$ cat config.mk
export PLATFORM = sky130hd
export DESIGN_NAME = serial_sub_ctrl
export DESIGN_NICKNAME = d
export VERILOG_FILES = /design/src/rtl/serial_sub_ctrl.sv
export SDC_FILE = /design/constraint.sdc
export NUM_CORES = 1
export LEC_CHECK = 0
export CORE_MARGIN = 1
export CORE_UTILIZATION = 40
export DETAILED_ROUTE_END_ITERATION = 16
export PLACE_DENSITY_LB_ADDON = 0.12
export SYNTH_ARGS = -nofsm -noshare
export SYNTH_HDL_FRONTEND = slang
export SYNTH_SLANG_ARGS = --single-unit
$ cat constraint.sdc
create_clock -name clk -period 3.2 [get_ports clk]
set_input_delay 0.32 -clock clk [delete_from_list [all_inputs] [get_ports clk]]
set_output_delay 0.32 -clock clk [all_outputs]
set_load 0.02 [all_outputs]
$ cat src/rtl/serial_sub_ctrl.sv
// serial_sub_ctrl: bit-serial unsigned subtractor (a - b), LSB first.
// One full-subtractor slice is reused for WIDTH cycles per operation. A
// start/busy/done handshake sequences it. The difference and the final
// borrow are registered and held until the next completion.
module serial_sub_ctrl #(
    parameter int WIDTH = 8
) (
    input  logic             clk,
    input  logic             rst_n,
    input  logic             start,
    input  logic [WIDTH-1:0] a,
    input  logic [WIDTH-1:0] b,
    output logic             busy,
    output logic             done,
    output logic [WIDTH-1:0] diff,
    output logic             borrow_out
);

    localparam int CW = $clog2(WIDTH);

    typedef enum logic [1:0] {
        IDLE = 2'd0,
        RUN  = 2'd1,
        DONE = 2'd2
    } state_t;

    state_t           state_reg;
    state_t           state_next;

    logic [CW-1:0]    cnt_reg;
    logic [WIDTH-1:0] a_sh_reg;
    logic [WIDTH-1:0] b_sh_reg;
    // Only WIDTH-1 partial result bits need storing. The last bit goes
    // straight from the cell into diff_reg on the final edge.
    logic [WIDTH-2:0] res_sh_reg;
    logic             bin_reg;
    logic [WIDTH-1:0] diff_reg;
    logic             borrow_reg;

    logic             accept;
    logic             last_bit;

    // Subtract cell: two half-subtractors plus a borrow OR.
    logic             hs1_d;
    logic             hs1_b;
    logic             cell_d;
    logic             hs2_b;
    logic             cell_bout;
    logic [WIDTH-1:0] res_cat;

    // Operand bit 0 and the running borrow go through the full-subtractor slice.
    always_comb begin
        hs1_d     = a_sh_reg[0] ^ b_sh_reg[0];
        hs1_b     = ~a_sh_reg[0] & b_sh_reg[0];
        cell_d    = hs1_d ^ bin_reg;
        hs2_b     = ~hs1_d & bin_reg;
        cell_bout = hs1_b | hs2_b;
        res_cat   = {cell_d, res_sh_reg};
    end

    // A new op may start whenever no op is running, including in DONE.
    assign accept   = start && (state_reg != RUN);
    assign last_bit = (cnt_reg == CW'(WIDTH - 1));

    // State register.
    always_ff @(posedge clk or negedge rst_n) begin
        if (!rst_n) begin
            state_reg <= IDLE;
        end else begin
            state_reg <= state_next;
        end
    end

    // Next-state logic and status outputs decoded from the state.
    always_comb begin
        state_next = state_reg;
        busy       = 1'b0;
        done       = 1'b0;
        case (state_reg)
            IDLE: begin
                if (start) state_next = RUN;
            end
            RUN: begin
                busy = 1'b1;
                if (last_bit) state_next = DONE;
            end
            DONE: begin
                done       = 1'b1;
                state_next = start ? RUN : IDLE;
            end
            default: begin
                state_next = IDLE;
            end
        endcase
    end

    // Datapath: latch operands on accept, then shift one bit per RUN cycle.
    always_ff @(posedge clk or negedge rst_n) begin
        if (!rst_n) begin
            cnt_reg    <= '0;
            a_sh_reg   <= '0;
            b_sh_reg   <= '0;
            res_sh_reg <= '0;
            bin_reg    <= 1'b0;
            diff_reg   <= '0;
            borrow_reg <= 1'b0;
        end else if (accept) begin
            cnt_reg    <= '0;
            a_sh_reg   <= a;
            b_sh_reg   <= b;
            res_sh_reg <= '0;
            bin_reg    <= 1'b0;
        end else if (state_reg == RUN) begin
            a_sh_reg   <= a_sh_reg >> 1;
            b_sh_reg   <= b_sh_reg >> 1;
            res_sh_reg <= res_cat[WIDTH-1:1];
            bin_reg    <= cell_bout;
            if (last_bit) begin
                // Publish the result only at completion so diff holds during RUN.
                diff_reg   <= res_cat;
                borrow_reg <= cell_bout;
            end else begin
                cnt_reg <= cnt_reg + CW'(1);
            end
        end
    end

    assign diff       = diff_reg;
    assign borrow_out = borrow_reg;

endmodule
==> impl_metrics.py, run 1 <==
metrics = {
    "detailed_routing": {
        "viasPerCell": 4.93,
        "antenna_left": 0,
        "vias": 1119,
        "wl_microns": 2950,
        "drt_first_pass_iters": 4,
        "drc": 0,
        "drt_iter0_drc": 43,
        "wl_per_cell_microns": 13.0,
    },
    "floorplanning": {
        "die_area_sq_um": 4440,
        "start_util_pct": 41.8,
        "core_area_sq_um": 4000,
        "die_h_microns": 66.6,
        "die_x_microns": 66.6,
        "num_rows": 23,
        "io_pins": 30,
    },
    "worst_setup_path": {
        "path_class": "reg -> out",
        "cp_max_fo": 4,
        "crit_arrival_ns": 1.51,
        "critPathTopFamily": "buffers and inverters",
        "cp-end-kind": "primary output",
        "crit_chain": "and2b_1, clkdlybuf4s50_1",
        "cp_slowest_stage_delay_ns": 0.60,
        "critPathSlowestCell": "clkdlybuf4s50_1",
        "cp_num_buf_inv": 1,
        "critPathLaunchType": "flop",
        "required_ns": 2.88,
    },
    "sta": {
        "slew-limit-headroom_pct": 45.3,
        "grt_setup_unrepaired": "false",
        "setup-violations-final": 0,
        "hold_violations": 0,
        "final-max-slew-violation-count": 0,
        "fin_crit_sh_pct": 57.3,
        "setup_tns_ns": 0,
        "tightest_slew_ns": 0.821,
        "worst_slack_ns": 1.37,
        "max_freq_mhz": 545,
        "skew_ns": 0.00408,
        "period_minus_slack_ns": 1.83,
    },
    "layout": {
        "final_cell_mix": "dfrtp_1, nand2_1, clkdlybuf4s50_1",
        "fillers": 363,
        "seq_area_sq_um": 951,
        "final_common_cell": "dfrtp_1",
        "final_layout_size_suffix_gt1_share_pct": 11.9,
        "finish.utilization_pct": 51.7,
        "syn_to_final_growth_pct": 23.8,
        "finish.net_count": 199,
        "multiInputGateArea_sq_um": 646,
        "diodes": 0,
    },
    "clock_tree": {
        "root_buffer": "clkbuf_8",
        "cts_tree": "done",
        "cts_buffers": 5,
        "htree_levels": 2,
        "cts_hold_buf": 0,
        "clock_latency_ns": 0.28,
        "clkSlewWorstSetupHoldPaths_ns": 0.07,
        "cts.path.max_buffers": 2,
        "post_cts_resize_count": 0,
        "cts.sinks": 38,
        "post_cts_buffers": 0,
    },
    "synthesis": {
        "synth_area_leaders": "dfrtp_1, mux2i_1, o21ai_0, nand2_1, mux2_2",
        "synth_area_leader_cell": "dfrtp_1",
        "synth_top_area_share_pct": 56.9,
        "syn_area_sq_um": 1670,
        "synth.avg_cell_area_sq_um": 11.4,
        "yosysWarnings": 0,
        "ys_ff_latch": 38,
        "yosysUniqueCellTypes": 24,
        "synth_cells": 146,
        "synth_nets": 169,
        "ys_seq_area_share_pct": 56.9,
    },
    "power": {
        "peakVddDrop_uv": 477,
        "powerDensity_nw_per_um2": 880,
        "p_leak_nw": 0.950,
    },
    "grt": {
        "gr-usage-all-layers_pct": 15.9,
        "grt_max_degree": 47,
        "grt_pass1_wl_microns": 5160,
        "grt.overflow.total": 0,
        "antenna_found_initial": 0,
        "grt_pass1_vias": 1124,
    },
    "placement": {
        "place_congestion": 0.685,
        "portBuffers": 29,
        "place_ws_ns": 1.42,
        "dpl.hpwl_microns": 2040,
    },
    "flow_run": {
        "cap_violations": 0,
    },
    "min_path": {
        "hold_class": "in -> async",
    },
    "status": {
        "status": "finished, final reports clean",
    },
}
## synth_stat cells (all sizes together)
library cell  number
nand2b             1
nand2             29
o21ai             23
dfrtp             38
nand3              1
inv                4
mux2               8
and3               1
nor3               1
nand3b             1
a211o              1
clkbuf             1
and2b              1
clkinv             1
fa                 1
buf                7
nor2               3
ha                 3
mux2i             18
o22ai              1
o2bb2ai            2
## layer usage
layer / vias to the layer above / track usage [%] / routed length [microns]
li1: 555 / - / -
met1: 537 / 20.7 / 1400
met2: 22 / 24.5 / 1380
met3: 5 / 4.11 / 116
met4: 0 / 7.98 / 49
met5: - / 0 / 0
## logic make-up (layout without fill, tap and decap cells)
group                      Yosys count  count (layout)  share of synthesized area [%]
buffers and inverters               13              44                           4.49
muxes                               26              26                           16.2
and+or+nand+nor                     38              38                           10.2
AOI/OAI and AO/OA                   27              27                           8.83
adders and majority gates            4               4                           3.44
DFF                                 38              38                           56.9
## where the power goes
| group | switching [mW] | internal (mW) | total (mW) |
|---|---|---|---|
| clock network | 0.159 | 0.174 | 0.332 |
| registers | 0.126 | 0.688 | 0.814 |
| logic | 0.355 | 0.320 | 0.675 |
| total | 0.640 | 1.18 | 1.82 |
## layout make-up
type / instances / area share (%)
multi-input combinational: 95 / 31.2
clock inverter: 1 / 0.242
inverter: 5 / 0.907
clock buffer: 7 / 4.17
tap: 50 / 3.02
sequential: 38 / 45.9
timing repair buffer: 31 / 14.5
## final timing paths
path	startpoint	end	slack [ns]	cells after the start
setup reg to reg	cnt_reg[0]	diff[4]	1.44	4
min in group clk	b_sh_reg[3]	b_sh_reg[2]	0.48	2
setup / recovery	state_reg[0]	done	1.37	2
hold / removal	rst_n	diff[1]	0.13	1
max in group asynchronous	rst_n	res_sh_reg[3]	2.56	1
hold reg to reg	b_sh_reg[3]	b_sh_reg[2]	0.48	2
## metrics by stage
| stage | cell area [sq um] | hold WS (ns) | cells | power (mW) |
|---|---|---|---|---|
| global placement | 1980 | 0.460 | 219 | 1.47 |
| floorplan | 1670 | 0.0244 | 146 | 1.26 |
| global route | 2070 | 0.202 | 227 | 1.98 |
| detailed placement | 1980 | 0.472 | 219 | 1.51 |
| finish | 2070 | 0.131 | 227 | 1.82 |
| CTS | 2070 | 0.161 | 227 | 1.85 |
Note: power is estimated with default switching activity, not from simulation.
==> inputs of run 2 (changes only) <==
Clock period 3.2 ns to 1.8 ns, I/O delays scaled along.
==> run 2 against run 1 <==
Net effect: utilization grew 1.3 points; flip-flop and latch count is the same; via count grew 2.9%; critical endpoint unchanged; highest routed layer unchanged.
==> impl_metrics.py, run 2 (synthesis results as in run 1) <==
metrics = {
    "worst_setup_path": {
        "cp-end-kind": "primary output",
        "worstSetupStartpoint": "state_reg[0]",
        "cp_max_fo": 4,
        "critPathLaunchType": "flop",
        "required_ns": 1.62,
        "r2r-start": "cnt_reg[0]",
        "rr_worst_depth": 5,
        "crit_arrival_ns": 1.52,
        "path_class": "reg -> out",
        "r2r_setup_slack_ns": 0.24,
        "reg2reg_to": "diff[4]",
    },
    "floorplanning": {
        "die_area_sq_um": 4440,
        "io_pins": 30,
        "core_area_sq_um": 4000,
        "num_rows": 23,
        "die_x_microns": 66.6,
        "start_util_pct": 41.8,
        "die_h_microns": 66.6,
    },
    "detailed_routing": {
        "wl_per_cell_microns": 13.1,
        "wl_microns": 3050,
        "vias": 1151,
        "viasPerCell": 4.94,
        "antenna_left": 0,
        "drt_iter0_drc": 49,
        "drc": 0,
        "drt_first_pass_iters": 4,
    },
    "clock_tree": {
        "post_cts_buffers": 0,
        "cts_tree": "done",
        "cts_buffers": 5,
        "cts.path.max_buffers": 2,
        "htree_levels": 2,
        "root_buffer": "clkbuf_8",
        "clock_latency_ns": 0.29,
        "clkSlewWorstSetupHoldPaths_ns": 0.07,
        "cts.sinks": 38,
    },
    "layout": {
        "final_layout_size_suffix_gt1_share_pct": 14.2,
        "final_common_cell": "dfrtp_1",
        "syn_to_final_growth_pct": 26.8,
        "diodes": 0,
        "final_cell_mix": "dfrtp_1, nand2_1, clkdlybuf4s50_1",
        "finish.net_count": 205,
        "finish.utilization_pct": 53.0,
    },
    "sta": {
        "hold_ws_ns": 0.422,
        "period_minus_slack_ns": 1.70,
        "hold_violations": 0,
        "tightest_slew_ns": 0.587,
        "fin_crit_sh_pct": 94.3,
        "setup-violations-final": 0,
        "setup_tns_ns": 0,
        "slew-limit-headroom_pct": 60.9,
        "final-max-slew-violation-count": 0,
        "max_freq_mhz": 589,
        "skew_ns": 0.00475,
        "grt_setup_unrepaired": "false",
    },
    "power": {
        "swShare_pct": 35.2,
        "peakVddDrop_uv": 666,
        "seqPwrFrac_pct": 44.3,
        "combPwrFrac_pct": 37.4,
        "powerDensity_nw_per_um2": 1540,
        "p_sw_mw": 1.15,
        "p_leak_nw": 0.983,
        "p_int_mw": 2.12,
        "clkPwrFrac_pct": 18.3,
    },
    "status": {
        "status": "finished, final reports clean",
    },
    "grt": {
        "grt_max_degree": 31,
        "antenna_found_initial": 0,
        "gr-usage-all-layers_pct": 16.0,
        "grt_pass1_vias": 1103,
        "grt.overflow.total": 0,
        "grt_pass1_wl_microns": 5180,
    },
    "placement": {
        "portBuffers": 29,
        "dpl.hpwl_microns": 2190,
        "place_congestion": 0.730,
    },
    "flow_run": {
        "cap_violations": 0,
    },
    "min_path": {
        "hold_class": "in -> async",
    },
}
==> run 2: cell count changes in the layout (fill, tap and decap cells not counted) <==
cell,previous run,this run
buf_4,2,7
clkdlybuf4s50_1,28,27
dlygate4sd3_1,0,1
dlymetal6s2s_1,0,1
==> run 2: layout make-up <==
cell class                      count  area, sq um
Fill cell                         362         1880
Sequential cell                    38          951
Multi-Input combinational cell     95          646
Timing Repair Buffer               37          350
Clock buffer                        7         86.3
Tap cell                           50         62.6
Inverter                            5         18.8
Clock inverter                      1         5.00
==> run 2: per-layer routing <==
metal	global-route usage, %	vias up	share of wire (%)
met4	6.38	0	1.7
li1	-	570	-
met1	22.0	547	47
met5	0	-	0
met2	22.6	28	45
met3	5.99	6	6.4
==> run 2: repair_timing <==
action,CTS,global route
hold buffers,1,0
endpoints found under the hold margin,24,0
resized for setup,0,1
setup endpoints to repair,0,1
==> run 2: power by group through the flow <==
stage | combinational [mW] | clock, mW | sequential, mW
2_1_floorplan | 0.710 | 0 | 1.54
3_3_place_gp | 1.20 | 0 | 1.46
3_5_place_dp | 1.24 | 0 | 1.47
4_1_cts | 1.25 | 0.620 | 1.45
5_1_grt | 1.39 | 0.647 | 1.51
6_report | 1.22 | 0.598 | 1.45
==> run 2: worst max-delay path by stage <==
| stage | slack [ns] | end | cells after the start |
|---|---|---|---|
| floorplan | 0.31 | diff[1] | 5 |
| global placement | 0.27 | diff[7] | 5 |
| detailed placement | 0.24 | diff[4] | 5 |
| CTS | 0.05 | busy | 3 |
| global route | 0.05 | done | 2 |
| finish | 0.10 | done | 2 |
==> run 2: critical path, stage by stage, from the launching register on <==
cell and delay [ns]:
dfrtp_1 0.43, and2b_1 0.21, clkdlybuf4s50_1 0.59
==> run 2: per-stage QoR <==
step | worst slack, ns | cell area (sq um) | power [mW] | std cells
after floorplan | 0.312 | 1670 | 2.25 | 146
after global placement | 0.274 | 2020 | 2.65 | 224
after detailed placement | 0.240 | 2020 | 2.71 | 224
after CTS | 0.0473 | 2120 | 3.32 | 233
after global routing | 0.0533 | 2120 | 3.54 | 233
final | 0.103 | 2120 | 3.27 | 233
==> inputs of run 3 (changes only) <==
Settings changed: CORE_UTILIZATION 40 to 51, REMOVE_ABC_BUFFERS set to 1.
==> run 3 against run 2 <==
Net effect: register-to-register slack worse by 0.02 ns; critical path depth grew 3; non-clock buffer count down 1; highest routed layer unchanged; cell area decreased by 1.4%; routed wire length decreased by 6.0%; die area is 21% lower.
==> impl_metrics.py, run 3 (synthesis results as in run 1) <==
metrics = {
    "clock_tree": {
        "cts_buffers": 5,
        "cts.path.max_buffers": 2,
        "cts.sinks": 38,
        "clkSlewWorstSetupHoldPaths_ns": 0.11,
        "clock_latency_ns": 0.34,
        "root_buffer": "clkbuf_4",
        "htree_levels": 2,
        "cts_tree": "done",
    },
    "detailed_routing": {
        "wl_microns": 2870,
        "vias": 1169,
        "antenna_left": 0,
        "viasPerCell": 5.17,
        "drc": 0,
        "drt_iter0_drc": 47,
        "drt_first_pass_iters": 4,
        "wl_per_cell_microns": 12.7,
    },
    "sta": {
        "max_freq_mhz": 633,
        "period_minus_slack_ns": 1.58,
        "fin_crit_sh_pct": 87.7,
        "slew-limit-headroom_pct": 44.9,
        "grt_setup_unrepaired": "false",
        "setup-violations-final": 0,
        "hold_violations": 0,
        "tightest_slew_ns": 0.827,
        "setup_tns_ns": 0,
        "final-max-slew-violation-count": 0,
        "skew_ns": 0.00566,
    },
    "floorplanning": {
        "die_area_sq_um": 3510,
        "io_pins": 30,
        "start_util_pct": 54.3,
        "num_rows": 20,
        "die_h_microns": 59.3,
        "core_area_sq_um": 3080,
        "die_x_microns": 59.3,
    },
    "worst_setup_path": {
        "cp_max_fo": 10,
        "rr_worst_depth": 5,
        "reg2reg_to": "diff[0]",
        "cp-end-kind": "flop",
        "required_ns": 2.04,
        "crit_path_end": "diff[0]",
        "worstSetupStartpoint": "cnt_reg[0]",
        "crit_arrival_ns": 1.82,
        "critPathLaunchType": "flop",
        "r2r-start": "cnt_reg[0]",
        "path_class": "reg -> reg",
        "r2r_setup_slack_ns": 0.22,
    },
    "min_path": {
        "min_from": "a[7]",
        "hold_class": "in -> reg",
    },
    "layout": {
        "diodes": 0,
        "syn_to_final_growth_pct": 25.0,
        "final_layout_size_suffix_gt1_share_pct": 14.3,
        "final_cell_mix": "dfrtp_1, nand2_1, clkdlybuf4s50_1",
        "final_common_cell": "dfrtp_1",
        "finish.net_count": 204,
        "fillers": 258,
    },
    "power": {
        "peakVddDrop_uv": 697,
        "finalPower_mw": 3.23,
        "p_leak_nw": 0.987,
        "powerDensity_nw_per_um2": 1550,
    },
    "grt": {
        "grt_max_degree": 39,
        "grt_pass1_vias": 1138,
        "grt.overflow.total": 0,
        "grt_pass1_wl_microns": 4950,
        "antenna_found_initial": 0,
        "gr-usage-all-layers_pct": 19.7,
    },
    "placement": {
        "dpl.hpwl_microns": 2000,
        "portBuffers": 29,
        "place_congestion": 0.712,
    },
    "flow_run": {
        "cap_violations": 0,
    },
    "status": {
        "status": "finished, final reports clean",
    },
}
-- run 3: worst min path at each step --
stage                   to  slack, ns  depth (start not counted)
2_1_floorplan  a_sh_reg[0]      -0.12                          0
3_3_place_gp    cnt_reg[2]       0.31                          1
3_5_place_dp    cnt_reg[2]       0.32                          1
4_1_cts        a_sh_reg[7]       0.43                          3
5_1_grt        b_sh_reg[7]       0.46                          3
6_report       a_sh_reg[7]       0.45                          3
-- run 3: per-stage QoR --
step           hold slack [ns]  cell area [sq um]  util [%]  worst slack (ns)  cells
4_1_cts                  0.427               2070      67.3            0.0121    224
6_report                 0.446               2090      67.9             0.221    226
2_1_floorplan           -0.116               1620         -             0.236    138
5_1_grt                  0.461               2090      67.9             0.149    226
3_5_place_dp             0.322               1990      64.5            0.0926    215
3_3_place_gp             0.311               1990      64.5             0.130    215
-- run 3: critical path: stages, from the launching register on --
cell      delay, ns
dfrtp_1        0.42
ha_1           0.23
ha_1           0.20
nand3b_1       0.09
buf_4          0.18
mux2_2         0.35
-- run 3: power by group --
group / switching [mW] / total [mW] / leakage [nW] / internal (mW)
registers: 0.230 / 1.45 / 0.480 / 1.22
logic: 0.632 / 1.22 / 0.462 / 0.584
clock network: 0.278 / 0.566 / 0.0450 / 0.288
-- run 3: layer usage --
| layer | vias to the layer above | GRT usage [%] | share of wire (%) |
|---|---|---|---|
| met5 | - | 0 | 0 |
| met4 | 0 | 8.16 | 1.7 |
| met3 | 7 | 6.77 | 4.8 |
| met2 | 27 | 32.3 | 50 |
| met1 | 572 | 23.6 | 43 |
| li1 | 563 | - | - |
-- run 3: timing repair --
action                     in CTS  in global routing
setup buffers                   0                  2
setup endpoints to repair       1                  8
pin swaps                       0                  0
hold endpoints to repair       38                  0
resized for setup               1                  1
hold buffers                    1                  0
-- run 3: area by class of cell --
| class | count | area, sq um | area share, % |
|---|---|---|---|
| clock buffer | 5 | 37.5 | 1.80 |
| clock inverter | 3 | 40.0 | 1.92 |
| inverter | 5 | 18.8 | 0.898 |
| multi-input combinational | 95 | 646 | 30.9 |
| sequential | 38 | 951 | 45.5 |
| tap | 44 | 55.1 | 2.63 |
| timing repair buffer | 36 | 342 | 16.3 |
